$ cat src/rtl/sevenseg_scan_pkg.sv
// Shared constants for the multiplexed seven-segment scanner.
// Also holds the index-width rule used by the digit counter.
package sevenseg_scan_pkg;

  localparam logic [3:0] BLANK_CODE          = 4'hF;
  localparam int         DEFAULT_REFRESH_DIV = 50000;

  // Digit index width: max(1, clog2(digits)).
  function automatic int idx_width(input int digits);
    if (digits > 1) begin
      return $clog2(digits);
    end else begin
      return 1;
    end
  endfunction

endpackage

$ cat src/rtl/sevenseg_scan_if.sv
// Host-side value/strobe inputs and decoder/common-driver outputs of the scanner.
interface sevenseg_scan_if #(
  parameter int DIGITS = 4
);

  logic                  load;
  logic [4*DIGITS-1:0]   value;
  logic                  blank_lz;
  logic [3:0]            nib;
  logic [DIGITS-1:0]     dig_en;
  logic                  frame_start;

  modport master (
    output load, value, blank_lz,
    input  nib, dig_en, frame_start
  );

  modport slave (
    input  load, value, blank_lz,
    output nib, dig_en, frame_start
  );

endinterface

$ cat src/rtl/sevenseg_scan_tick_gen.sv
// Refresh prescaler: counts 0..REFRESH_DIV-1 and flags the last count as the slot tick.
module scan_tick_gen #(
  parameter int REFRESH_DIV = sevenseg_scan_pkg::DEFAULT_REFRESH_DIV
) (
  input  logic clk,
  input  logic rst,
  output logic tick
);

  localparam int               CNT_W = $clog2(REFRESH_DIV);
  localparam logic [CNT_W-1:0] LAST  = CNT_W'(REFRESH_DIV - 1);

  logic [CNT_W-1:0] cnt_q;
  logic [CNT_W-1:0] cnt_d;

  always_comb begin
    tick = (cnt_q == LAST);
    if (tick) begin
      cnt_d = '0;
    end else begin
      cnt_d = cnt_q + CNT_W'(1);
    end
  end

  always_ff @(posedge clk) begin
    if (rst) begin
      cnt_q <= '0;
    end else begin
      cnt_q <= cnt_d;
    end
  end

endmodule

$ cat src/rtl/sevenseg_scan.sv
// Time-multiplexed hex display scanner: steps one digit per refresh slot, swaps the
// displayed value only at frame boundaries and optionally blanks leading zeros.
module sevenseg_scan #(
  parameter int         DIGITS      = 4,
  parameter int         REFRESH_DIV = sevenseg_scan_pkg::DEFAULT_REFRESH_DIV,
  parameter logic [3:0] BLANK_CODE  = sevenseg_scan_pkg::BLANK_CODE
) (
  input  logic            clk,
  input  logic            rst,
  sevenseg_scan_if.slave  bus
);

  import sevenseg_scan_pkg::*;

  localparam int               IDX_W    = idx_width(DIGITS);
  localparam int               VAL_W    = 4 * DIGITS;
  localparam logic [IDX_W-1:0] LAST_IDX = IDX_W'(DIGITS - 1);

  logic              tick_s;
  logic [IDX_W-1:0]  sel_s;
  logic              frame_s;
  logic [DIGITS-1:0] blank_s;
  logic              zero_above_s;
  logic [3:0]        sel_nib_s;
  logic              sel_blank_s;

  logic [IDX_W-1:0]  idx_q,         idx_d;
  logic [VAL_W-1:0]  shadow_q,      shadow_d;
  logic [VAL_W-1:0]  active_q,      active_d;
  logic [3:0]        nib_q,         nib_d;
  logic [DIGITS-1:0] dig_en_q,      dig_en_d;
  logic              frame_start_q, frame_start_d;

  scan_tick_gen #(
    .REFRESH_DIV (REFRESH_DIV)
  ) u_tick_gen (
    .clk  (clk),
    .rst  (rst),
    .tick (tick_s)
  );

  // An all-zero dig_en means no tick has happened since reset, so scanning starts at digit 0.
  always_comb begin
    if ((dig_en_q == '0) || (idx_q == LAST_IDX)) begin
      sel_s = '0;
    end else begin
      sel_s = idx_q + IDX_W'(1);
    end
    frame_s  = tick_s & (sel_s == '0);
    shadow_d = bus.load ? bus.value : shadow_q;
    if (frame_s) begin
      active_d = shadow_d;
    end else begin
      active_d = active_q;
    end
  end

  // Leading-zero mask from the most significant digit down; digit 0 always shows.
  always_comb begin
    blank_s      = '0;
    zero_above_s = 1'b1;
    for (int i = DIGITS - 1; i >= 0; i--) begin
      zero_above_s = zero_above_s & (active_d[4*i +: 4] == 4'h0);
      blank_s[i]   = bus.blank_lz & zero_above_s & (i != 0);
    end
  end

  always_comb begin
    sel_nib_s   = 4'h0;
    sel_blank_s = 1'b0;
    dig_en_d    = dig_en_q;
    for (int i = 0; i < DIGITS; i++) begin
      if (sel_s == IDX_W'(i)) begin
        sel_nib_s   = active_d[4*i +: 4];
        sel_blank_s = blank_s[i];
      end
    end
    if (tick_s) begin
      idx_d         = sel_s;
      nib_d         = sel_blank_s ? BLANK_CODE : sel_nib_s;
      frame_start_d = frame_s;
      for (int i = 0; i < DIGITS; i++) begin
        dig_en_d[i] = (sel_s == IDX_W'(i));
      end
    end else begin
      idx_d         = idx_q;
      nib_d         = nib_q;
      frame_start_d = 1'b0;
    end
  end

  always_ff @(posedge clk) begin
    if (rst) begin
      idx_q         <= '0;
      shadow_q      <= '0;
      active_q      <= '0;
      nib_q         <= BLANK_CODE;
      dig_en_q      <= '0;
      frame_start_q <= 1'b0;
    end else begin
      idx_q         <= idx_d;
      shadow_q      <= shadow_d;
      active_q      <= active_d;
      nib_q         <= nib_d;
      dig_en_q      <= dig_en_d;
      frame_start_q <= frame_start_d;
    end
  end

  assign bus.nib         = nib_q;
  assign bus.dig_en      = dig_en_q;
  assign bus.frame_start = frame_start_q;

endmodule

$ cat src/flat_wrapper.sv
// flat-port wrapper written by rule: the top's interface ports become plain ports
module sevenseg_scan_flat import sevenseg_scan_pkg::*;
#(
  parameter int         DIGITS      = 4,
  parameter int         REFRESH_DIV = sevenseg_scan_pkg::DEFAULT_REFRESH_DIV,
  parameter logic [3:0] BLANK_CODE  = sevenseg_scan_pkg::BLANK_CODE
)
  (clk, rst, bus_load, bus_value, bus_blank_lz, bus_nib, bus_dig_en, bus_frame_start);
  sevenseg_scan_if #(.DIGITS(DIGITS)) bus_i ();
  input  logic clk;
  input  logic rst;
  input wire logic [$bits(bus_i.load)-1:0] bus_load;
  input wire logic [$bits(bus_i.value)-1:0] bus_value;
  input wire logic [$bits(bus_i.blank_lz)-1:0] bus_blank_lz;
  output wire logic [$bits(bus_i.nib)-1:0] bus_nib;
  output wire logic [$bits(bus_i.dig_en)-1:0] bus_dig_en;
  output wire logic [$bits(bus_i.frame_start)-1:0] bus_frame_start;
  assign bus_i.load = bus_load;
  assign bus_i.value = bus_value;
  assign bus_i.blank_lz = bus_blank_lz;
  assign bus_nib = bus_i.nib;
  assign bus_dig_en = bus_i.dig_en;
  assign bus_frame_start = bus_i.frame_start;
  sevenseg_scan #(.DIGITS(DIGITS), .REFRESH_DIV(REFRESH_DIV), .BLANK_CODE(BLANK_CODE)) u_core (.clk(clk), .rst(rst), .bus(bus_i));
endmodule
$ cat config.mk
export PLATFORM = sky130hd
export DESIGN_NAME = sevenseg_scan_flat
export DESIGN_NICKNAME = d
export VERILOG_FILES = /design/src/rtl/sevenseg_scan_pkg.sv /design/src/rtl/sevenseg_scan_if.sv /design/src/rtl/sevenseg_scan_tick_gen.sv /design/src/rtl/sevenseg_scan.sv /design/src/flat_wrapper.sv
export SDC_FILE = /design/constraint.sdc
export NUM_CORES = 1
export LEC_CHECK = 0
export CAP_MARGIN = 20
export CORE_ASPECT_RATIO = 0.7
export CORE_MARGIN = 3
export CORE_UTILIZATION = 50
export CTS_BUF_LIST = sky130_fd_sc_hd__clkbuf_2 sky130_fd_sc_hd__clkbuf_4 sky130_fd_sc_hd__clkbuf_8
export DETAILED_ROUTE_END_ITERATION = 16
export PLACE_DENSITY_LB_ADDON = 0.3
export SYNTH_ARGS = -nofsm -noshare
export SYNTH_HDL_FRONTEND = slang
export SYNTH_SLANG_ARGS = --single-unit
$ cat constraint.sdc
create_clock -name clk -period 2.6 [get_ports clk]
set_clock_uncertainty 0.1 [all_clocks]
set_input_delay 0.52 -clock clk [delete_from_list [all_inputs] [get_ports clk]]
set_output_delay 0.52 -clock clk [all_outputs]
set_load 0.005 [all_outputs]
==> impl_metrics.prom, run 1 <==
# TYPE chip_impl_metric gauge
chip_impl_metric{name="distinct_cell_type_count_after_synthesis",unit=""} 47
chip_impl_metric{name="via_count",unit=""} 2100
chip_impl_metric{name="h_tree_levels",unit=""} 2
chip_impl_metric{name="io_pins",unit=""} 29
chip_impl_info{name="crit_type",value="flop to flop"} 1
chip_impl_metric{name="pwr-share-clk",unit="%"} 36.6
chip_impl_metric{name="maximum_number_of_pins_on_one_net_before_global_route_repair",unit=""} 40
chip_impl_metric{name="fin_crit_sh",unit="%"} 88.05
chip_impl_metric{name="p_per_area",unit="nW/um2"} 525.8
chip_impl_metric{name="route.detailed.drc",unit=""} 0
chip_impl_metric{name="fp.dieW",unit="um"} 90.64
chip_impl_metric{name="worst_hold_slack",unit="ps"} 376.0
chip_impl_info{name="critical_path.cell_chain",value="ha_1 > and4_1 > nand4_1 > or2_0 > a211oi_1 > o22ai_1"} 1
chip_impl_metric{name="sequential_to_total_area_share_from_yosys_stat",unit="%"} 44.71
chip_impl_info{name="worst_path_dominant_cell_family",value="simple AND/OR/NAND/NOR gates"} 1
chip_impl_metric{name="share_seq_of_total_power",unit="%"} 56.4
chip_impl_metric{name="via_per_inst",unit=""} 5.615
chip_impl_metric{name="slew_viol_final",unit=""} 0
chip_impl_metric{name="gp_congestion",unit=""} 0.9213
chip_impl_metric{name="clock_sink_count",unit=""} 56
chip_impl_metric{name="timing_worst_slew_pin_value",unit="ps"} 477.1
chip_impl_metric{name="cp_num_buf_inv",unit=""} 0
chip_impl_info{name="status",value="finished clean"} 1
chip_impl_metric{name="synth_compound_gate_area_share",unit="%"} 14.42
chip_impl_metric{name="num_rows",unit=""} 20
chip_impl_metric{name="clkTransAtPathRegs",unit="ps"} 90
chip_impl_metric{name="synth.yosys.warnings",unit=""} 0
chip_impl_metric{name="finalSetupTns",unit="ps"} 0
chip_impl_metric{name="synth.net_count",unit=""} 301
chip_impl_info{name="cpMaxStageDelayCell",value="sky130_fd_sc_hd__a211oi_1"} 1
chip_impl_metric{name="muxShareOfSynthArea",unit="%"} 6.786
chip_impl_metric{name="yosysTopAreaCellShare",unit="%"} 44.71
chip_impl_metric{name="remaining_global_route_overflow",unit=""} 0
chip_impl_metric{name="placement.io_buffers",unit=""} 28
chip_impl_metric{name="crit_path_setup_slack_layout",unit="ps"} 310.7
chip_impl_metric{name="post_synth_xor_area_fraction",unit="%"} 4.890
chip_impl_metric{name="ctsHoldBuffers",unit=""} 0
chip_impl_info{name="synth_flop_cell",value="sky130_fd_sc_hd__dfxtp_1"} 1
chip_impl_metric{name="timing.final.hold_violations",unit=""} 0
chip_impl_metric{name="synthSimpleGateAreaFrac",unit="%"} 24.55
chip_impl_metric{name="slew-limit-headroom",unit="%"} 68.19
chip_impl_metric{name="dr.pass1.iters",unit=""} 7
chip_impl_metric{name="p_int",unit="mW"} 1.228
chip_impl_metric{name="core_area",unit="um2"} 4579
chip_impl_metric{name="post_detailed_routing_wire_length",unit="um"} 5799
chip_impl_metric{name="finalWorstPathRequiredPeriod",unit="ps"} 2289
chip_impl_metric{name="p_switching",unit="mW"} 0.3418
chip_impl_metric{name="place.detailed.hpwl",unit="um"} 4181
chip_impl_metric{name="sw_frac_of_total",unit="%"} 21.78
chip_impl_metric{name="crit_fanout",unit=""} 7
chip_impl_metric{name="timing.fmax",unit="GHz"} 0.4368
chip_impl_metric{name="syn-cell-area",unit="um2"} 2507
chip_impl_metric{name="total_clock_buffers_created_by_cts",unit=""} 5
chip_impl_metric{name="post_cts_repair_timing_setup_buffer_count",unit=""} 0
chip_impl_metric{name="die_area",unit="um2"} 5914
chip_impl_metric{name="syn_area_per_cell",unit="um2"} 8.987
chip_impl_info{name="synthTopCellsByArea",value="sky130_fd_sc_hd__dfxtp_1 (45%), sky130_fd_sc_hd__nor2_1 (9.9%), sky130_fd_sc_hd__mux2i_1 (6.8%), sky130_fd_sc_hd__a211oi_1 (4.5%), sky130_fd_sc_hd__xor2_1 (2.8%)"} 1
chip_impl_metric{name="synthCells",unit=""} 279
chip_impl_info{name="tritoncts",value="yes"} 1
chip_impl_metric{name="post_route_cells_drive_above_1_share",unit="%"} 8.766
chip_impl_metric{name="cts_resized",unit=""} 0
chip_impl_metric{name="antenna_violating_nets_left",unit=""} 0
chip_impl_metric{name="ir_drop_worst_vdd",unit="uV"} 273.8
chip_impl_metric{name="worst_ep_required_time",unit="ps"} 2680
chip_impl_metric{name="asyncSetResetFlopFracSynth",unit="%"} 0
chip_impl_metric{name="clk_path_buf_depth",unit=""} 2
chip_impl_info{name="critPathLaunchType",value="flop"} 1
chip_impl_metric{name="die_h",unit="um"} 65.25
chip_impl_metric{name="final_net_count",unit=""} 329
chip_impl_metric{name="initial_utilization",unit="%"} 54.75
chip_impl_metric{name="power.combinational.fraction",unit="%"} 7.0
chip_impl_metric{name="synth-edff-count",unit=""} 0
chip_impl_metric{name="first_global_vias",unit=""} 2037
chip_impl_metric{name="layout-area-overhead-vs-synth",unit="%"} 19.06
chip_impl_info{name="cts_root_buffer",value="sky130_fd_sc_hd__clkbuf_8"} 1
chip_impl_metric{name="worstPathArrival",unit="ps"} 2360
chip_impl_metric{name="number_of_antenna_violations_at_the_first_check_in_global_routing",unit=""} 0
chip_impl_info{name="hp-class",value="flop to flop"} 1
chip_impl_metric{name="detail_route.iter0.violations",unit=""} 176
chip_impl_info{name="synth_largest_area_cell",value="sky130_fd_sc_hd__dfxtp_1"} 1
chip_impl_info{name="rsz0062_at_grt",value="no"} 1
chip_impl_metric{name="worst_skew_pair.late_latency",unit="ps"} 310
chip_impl_info{name="endpoint_kind",value="flop"} 1
chip_impl_metric{name="setup_viol",unit=""} 0
chip_impl_metric{name="grt.total_usage",unit="%"} 20.10
chip_impl_metric{name="drt-wirelength-per-cell",unit="um"} 15.51
chip_impl_metric{name="postSynthRegisterBits",unit=""} 56
chip_impl_metric{name="pre_cts_slack",unit="ps"} 95.34
chip_impl_metric{name="synthesized_area_fraction_occupied_by_adder_cells",unit="%"} 0.9980
chip_impl_info{name="synth_top_family_by_area",value="simple AND/OR/NAND/NOR gates"} 1
chip_impl_metric{name="grt_pass1_wl",unit="um"} 9542
chip_impl_metric{name="antenna-diode-count",unit=""} 0
chip_impl_metric{name="total_leakage_power",unit="nW"} 1.105
chip_impl_metric{name="max-cap-violations",unit=""} 0
chip_impl_metric{name="timing.critical_path.slowest_cell_delay",unit="ps"} 470
## worst reg2reg max path: cells and delay by family, from the launching register on
kind | cells | cell delay (ps)
simple gates | 3 | 870
compound gates | 2 | 600
flops | 1 | 380
fa+ha+maj | 1 | 220
## synthesized netlist by cell type, types with 4 or more instances
cell type and number:
sky130_fd_sc_hd__a211oi_1 15, sky130_fd_sc_hd__a21oi_1 11, sky130_fd_sc_hd__and4_1 5, sky130_fd_sc_hd__buf_2 7
sky130_fd_sc_hd__clkbuf_1 7, sky130_fd_sc_hd__dfxtp_1 56, sky130_fd_sc_hd__inv_1 4, sky130_fd_sc_hd__mux2i_1 17
sky130_fd_sc_hd__nand2_1 7, sky130_fd_sc_hd__nand3_1 9, sky130_fd_sc_hd__nor2_1 66, sky130_fd_sc_hd__nor3_1 7
sky130_fd_sc_hd__o21a_1 4, sky130_fd_sc_hd__o22ai_1 4, sky130_fd_sc_hd__xnor2_1 6, sky130_fd_sc_hd__xor2_1 8
## through the flow
step | power [mW] | cell area (um2) | utilization [%] | cells
after global routing | 1.621 | 2985 | 65.19 | 374
after floorplan | 0.9617 | 2507 | - | 279
after CTS | 1.576 | 2985 | 65.19 | 374
after global placement | 1.013 | 2874 | 62.76 | 366
final | 1.570 | 2985 | 65.19 | 374
after detailed placement | 1.015 | 2874 | 62.76 | 366
## final cells by class
cell class / instances / area [um2]
fill: 399 / 1594
multi-input combinational: 203 / 1295
sequential: 56 / 1121
timing repair buffer: 37 / 360.3
tap: 66 / 82.58
clock buffer: 6 / 76.32
clock inverter: 2 / 35.03
inverter: 4 / 15.01
## power by group through the flow
stage	Sequential (mW)	Clock [mW]	Combinational (mW)
after floorplan	0.902	0	0.0593
after global placement	0.904	0	0.109
after detailed placement	0.905	0	0.110
after CTS	0.885	0.581	0.111
after global routing	0.888	0.612	0.122
final	0.885	0.574	0.110
## registers in the layout (all words and copies together), names as in the netlist
register	count
u_core.active_q	13
u_core.bus.dig_en	4
u_core.bus.frame_start	1
u_core.bus.nib	4
u_core.idx_q	2
u_core.shadow_q	16
u_core.u_tick_gen.cnt_q	16
## path summary, 6_finish.rpt
kind	startpoint	to	slack (ps)	cells after the start
min	u_core.u_tick_gen.cnt_q[0]	u_core.u_tick_gen.cnt_q[0]	380	1
max reg2reg	u_core.u_tick_gen.cnt_q[0]	u_core.bus.nib[2]	310	6
min reg2reg	u_core.u_tick_gen.cnt_q[0]	u_core.u_tick_gen.cnt_q[0]	380	1
max	u_core.u_tick_gen.cnt_q[0]	u_core.bus.nib[2]	310	6
## per-layer routing
metal | vias to the layer above | track usage, % | wire (um)
met2 | 84 | 29.82 | 2395
met3 | 18 | 5.492 | 438
li1 | 1045 | - | -
met5 | - | 0 | 0
met1 | 953 | 28.35 | 2848
met4 | 0 | 6.298 | 117
## logic make-up (layout without fill, tap and decap cells)
logic type,count (synthesis),in the layout
fa+ha+maj,2,2
buf+inv,20,49
flops,56,56
simple gates,119,119
compound gates,51,51
xor+xnor,14,14
mux,17,17
## cells in the final DEF (no fill, tap or decap), types with 2 or more instances in the layout
cell type | synthesis | routed
sky130_fd_sc_hd__a211oi_1 | 15 | 15
sky130_fd_sc_hd__a21oi_1 | 11 | 11
sky130_fd_sc_hd__a221oi_1 | 3 | 3
sky130_fd_sc_hd__a31oi_1 | 2 | 2
sky130_fd_sc_hd__a32oi_1 | 3 | 3
sky130_fd_sc_hd__and3_1 | 2 | 2
sky130_fd_sc_hd__and4_1 | 5 | 5
sky130_fd_sc_hd__buf_4 | 2 | 8
sky130_fd_sc_hd__clkbuf_8 | 0 | 5
sky130_fd_sc_hd__clkdlybuf4s50_1 | 0 | 28
sky130_fd_sc_hd__dfxtp_1 | 56 | 56
sky130_fd_sc_hd__ha_1 | 2 | 2
sky130_fd_sc_hd__inv_1 | 4 | 4
sky130_fd_sc_hd__mux2i_1 | 17 | 17
sky130_fd_sc_hd__nand2_1 | 7 | 7
sky130_fd_sc_hd__nand2b_1 | 2 | 2
sky130_fd_sc_hd__nand3_1 | 9 | 9
sky130_fd_sc_hd__nand4_1 | 2 | 2
sky130_fd_sc_hd__nor2_1 | 66 | 66
sky130_fd_sc_hd__nor2b_1 | 2 | 2
sky130_fd_sc_hd__nor3_1 | 7 | 7
sky130_fd_sc_hd__nor4_1 | 3 | 3
sky130_fd_sc_hd__o21a_1 | 4 | 4
sky130_fd_sc_hd__o21ai_0 | 2 | 2
sky130_fd_sc_hd__o22ai_1 | 4 | 4
sky130_fd_sc_hd__or4_1 | 2 | 2
sky130_fd_sc_hd__xnor2_1 | 6 | 6
sky130_fd_sc_hd__xor2_1 | 8 | 8
No activity file was read; power rests on OpenSTA's default activity.
==> run 2: changes to the inputs <==
- CELL_PAD_IN_SITES_DETAIL_PLACEMENT: default -> 0
- CELL_PAD_IN_SITES_GLOBAL_PLACEMENT: default -> 1
- CORE_UTILIZATION: 50 -> 44
- GPL_TIMING_DRIVEN: default -> 1
- TNS_END_PERCENT: default -> 1
==> run 2 against run 1 <==
  * Largest power group unchanged
  * Clock power is 19% lower
  * Critical path depth is 1 higher
  * Die area grew 13%
  * Clock-buffer cell count unchanged
  * Worst setup slack gained 23 ps
  * Sequential power about the same
  * Critical endpoint is now u_core.bus.nib[1]
  * Global-route usage shrank 2.5 points
  * Routed wire length down 2.8%
  * Highest routed layer unchanged
  * Via count shrank 3.8%
  * Combinational power hardly changed
  * Maximum frequency increased by 1.0%
  * Utilization fell by 9.7 points
==> impl_metrics.prom, run 2 (same netlist as run 1, synthesis figures left out) <==
# TYPE chip_impl_metric gauge
chip_impl_info{name="layout_commonest_cell",value="sky130_fd_sc_hd__nor2_1"} 1
chip_impl_metric{name="drt-wirelength-per-cell",unit="um"} 14.79
chip_impl_metric{name="finalWorstPathRequiredPeriod",unit="ps"} 2266
chip_impl_metric{name="antenna-diode-count",unit=""} 0
chip_impl_metric{name="max-cap-violations",unit=""} 0
chip_impl_metric{name="initial_utilization",unit="%"} 46.71
chip_impl_metric{name="core_area",unit="um2"} 5368
chip_impl_metric{name="setup_viol",unit=""} 0
chip_impl_metric{name="antenna_violating_nets_left",unit=""} 0
chip_impl_metric{name="cts_resized",unit=""} 0
chip_impl_metric{name="timing.fmax",unit="GHz"} 0.4413
chip_impl_info{name="worstReg2RegEnd",value="u_core.bus.nib[1]"} 1
chip_impl_metric{name="post_detailed_routing_wire_length",unit="um"} 5634
chip_impl_metric{name="worstPathArrival",unit="ps"} 2400
chip_impl_metric{name="final_net_count",unit=""} 331
chip_impl_metric{name="dr.pass1.iters",unit=""} 4
chip_impl_metric{name="crit_fanout",unit=""} 4
chip_impl_metric{name="worst_hold_slack",unit="ps"} 364.5
chip_impl_metric{name="ir_drop_worst_vdd",unit="uV"} 279.4
chip_impl_metric{name="post_cts_repair_timing_setup_buffer_count",unit=""} 0
chip_impl_metric{name="slew_viol_final",unit=""} 0
chip_impl_metric{name="worst-r2r-setup-slack",unit="ps"} 460
chip_impl_metric{name="via_count",unit=""} 2021
chip_impl_metric{name="grt.total_usage",unit="%"} 17.55
chip_impl_metric{name="route.detailed.drc",unit=""} 0
chip_impl_metric{name="remaining_global_route_overflow",unit=""} 0
chip_impl_metric{name="finalSetupTns",unit="ps"} 0
chip_impl_info{name="tritoncts",value="yes"} 1
chip_impl_metric{name="ctsHoldBuffers",unit=""} 0
chip_impl_metric{name="die_area",unit="um2"} 6655
chip_impl_info{name="hp-class",value="flop to flop"} 1
chip_impl_metric{name="worst-r2r-cell-count",unit=""} 6
chip_impl_metric{name="total_leakage_power",unit="nW"} 1.102
chip_impl_metric{name="sequential_cell_area",unit="um2"} 1121
chip_impl_info{name="crit-reg2reg-launch",value="u_core.u_tick_gen.cnt_q[0]"} 1
chip_impl_info{name="hold_path_startpoint",value="u_core.u_tick_gen.cnt_q[0]"} 1
chip_impl_info{name="critPathLaunchType",value="input pin"} 1
chip_impl_metric{name="fp.dieW",unit="um"} 96.23
chip_impl_metric{name="clock_sink_count",unit=""} 56
chip_impl_metric{name="maximum_number_of_pins_on_one_net_before_global_route_repair",unit=""} 40
chip_impl_metric{name="timing.hold.worst_path_depth",unit=""} 1
chip_impl_metric{name="gp_congestion",unit=""} 0.8181
chip_impl_metric{name="worst_ep_required_time",unit="ps"} 2730
chip_impl_metric{name="grt_pass1_wl",unit="um"} 9239
chip_impl_info{name="crit_type",value="input pin to flop"} 1
chip_impl_info{name="cts_root_buffer",value="sky130_fd_sc_hd__clkbuf_8"} 1
chip_impl_metric{name="pre_cts_slack",unit="ps"} 48.18
chip_impl_metric{name="crit_path_setup_slack_layout",unit="ps"} 334.0
chip_impl_metric{name="first_global_vias",unit=""} 1877
chip_impl_metric{name="post-route-util",unit="%"} 55.48
chip_impl_metric{name="detail_route.iter0.violations",unit=""} 88
chip_impl_metric{name="placed_cells",unit=""} 374
chip_impl_info{name="timing.hold.worst_endpoint",value="u_core.u_tick_gen.cnt_q[0]"} 1
chip_impl_metric{name="timing_worst_slew_pin_value",unit="ps"} 427.1
chip_impl_metric{name="num_rows",unit=""} 22
chip_impl_metric{name="instances_no_fill",unit=""} 381
chip_impl_metric{name="power.total",unit="mW"} 1.458
chip_impl_metric{name="number_of_antenna_violations_at_the_first_check_in_global_routing",unit=""} 0
chip_impl_metric{name="io_pins",unit=""} 29
chip_impl_info{name="endpoint_kind",value="flop"} 1
chip_impl_metric{name="slew-limit-headroom",unit="%"} 71.35
chip_impl_info{name="status",value="finished clean"} 1
chip_impl_metric{name="clkTransAtPathRegs",unit="ps"} 100
chip_impl_metric{name="place_area",unit="um2"} 2897
chip_impl_metric{name="filler_cell_count",unit=""} 513
chip_impl_metric{name="h_tree_levels",unit=""} 2
chip_impl_metric{name="worst_skew_pair.late_latency",unit="ps"} 300
chip_impl_metric{name="total_clock_buffers_created_by_cts",unit=""} 5
chip_impl_metric{name="p_per_area",unit="nW/um2"} 489.5
chip_impl_metric{name="die_h",unit="um"} 69.16
chip_impl_metric{name="placement.io_buffers",unit=""} 28
chip_impl_metric{name="timing.final.hold_violations",unit=""} 0
chip_impl_metric{name="multi_input_comb_area",unit="um2"} 1295
chip_impl_info{name="reg_top3",value="u_core.shadow_q (16), u_core.u_tick_gen.cnt_q (16), u_core.active_q (13)"} 1
chip_impl_metric{name="place.detailed.hpwl",unit="um"} 4128
chip_impl_metric{name="fin_crit_sh",unit="%"} 87.15
chip_impl_metric{name="via_per_inst",unit=""} 5.304
chip_impl_metric{name="final_area",unit="um2"} 2978
chip_impl_metric{name="clk_path_buf_depth",unit=""} 2
chip_impl_metric{name="layout-area-overhead-vs-synth",unit="%"} 18.76
chip_impl_info{name="layout_common_cells",value="sky130_fd_sc_hd__nor2_1 (66), sky130_fd_sc_hd__dfxtp_1 (56), sky130_fd_sc_hd__clkdlybuf4s50_1 (28)"} 1
chip_impl_info{name="worstSetupStartpoint",value="bus_load"} 1
chip_impl_metric{name="post_route_cells_drive_above_1_share",unit="%"} 9.061
chip_impl_info{name="rsz0062_at_grt",value="no"} 1
run 2: cell count changes in the layout (fill, tap and decap cells not counted), sizes merged:
| cell | before | now |
|---|---|---|
| buf | 9 | 11 |
| bufinv | 1 | 0 |
run 2: worst max path at each step:
stage / endpoint / slack [ps] / depth (start not counted)
2_1_floorplan: u_core.bus.nib[0] / 660 / 7
3_3_place_gp: u_core.bus.nib[3] / 120 / 7
3_5_place_dp: u_core.bus.nib[0] / 50 / 7
4_1_cts: u_core.bus.nib[1] / 340 / 7
5_1_grt: u_core.bus.nib[2] / 190 / 7
6_report: u_core.bus.nib[1] / 330 / 7
run 2: metal layers:
metal	GRT usage, %	part of all wire [%]
met1	29.21	56
met2	22.65	38
met3	4.035	5.3
met4	2.839	0.57
met5	0	0
run 2: critical path: stages:
cell                              delay, ps
sky130_fd_sc_hd__clkdlybuf4s50_1        490
sky130_fd_sc_hd__or4_1                  550
sky130_fd_sc_hd__o22ai_1                180
sky130_fd_sc_hd__o2111ai_1              130
sky130_fd_sc_hd__mux2i_1                230
sky130_fd_sc_hd__o31ai_2                160
sky130_fd_sc_hd__o22ai_1                120
run 2: report_power, final:
group | internal, mW | total, mW | switching, mW
logic | 0.0549 | 0.110 | 0.0550
clock network | 0.195 | 0.464 | 0.269
registers | 0.876 | 0.884 | 0.00868
run 2: cell type report:
type / count / share of cell area (%)
Multi-Input combinational cell: 203 / 43.49
Sequential cell: 56 / 37.65
Timing Repair Buffer: 39 / 12.61
Tap cell: 72 / 3.025
Clock buffer: 6 / 2.563
Inverter: 4 / 0.5042
Clock inverter: 1 / 0.1681
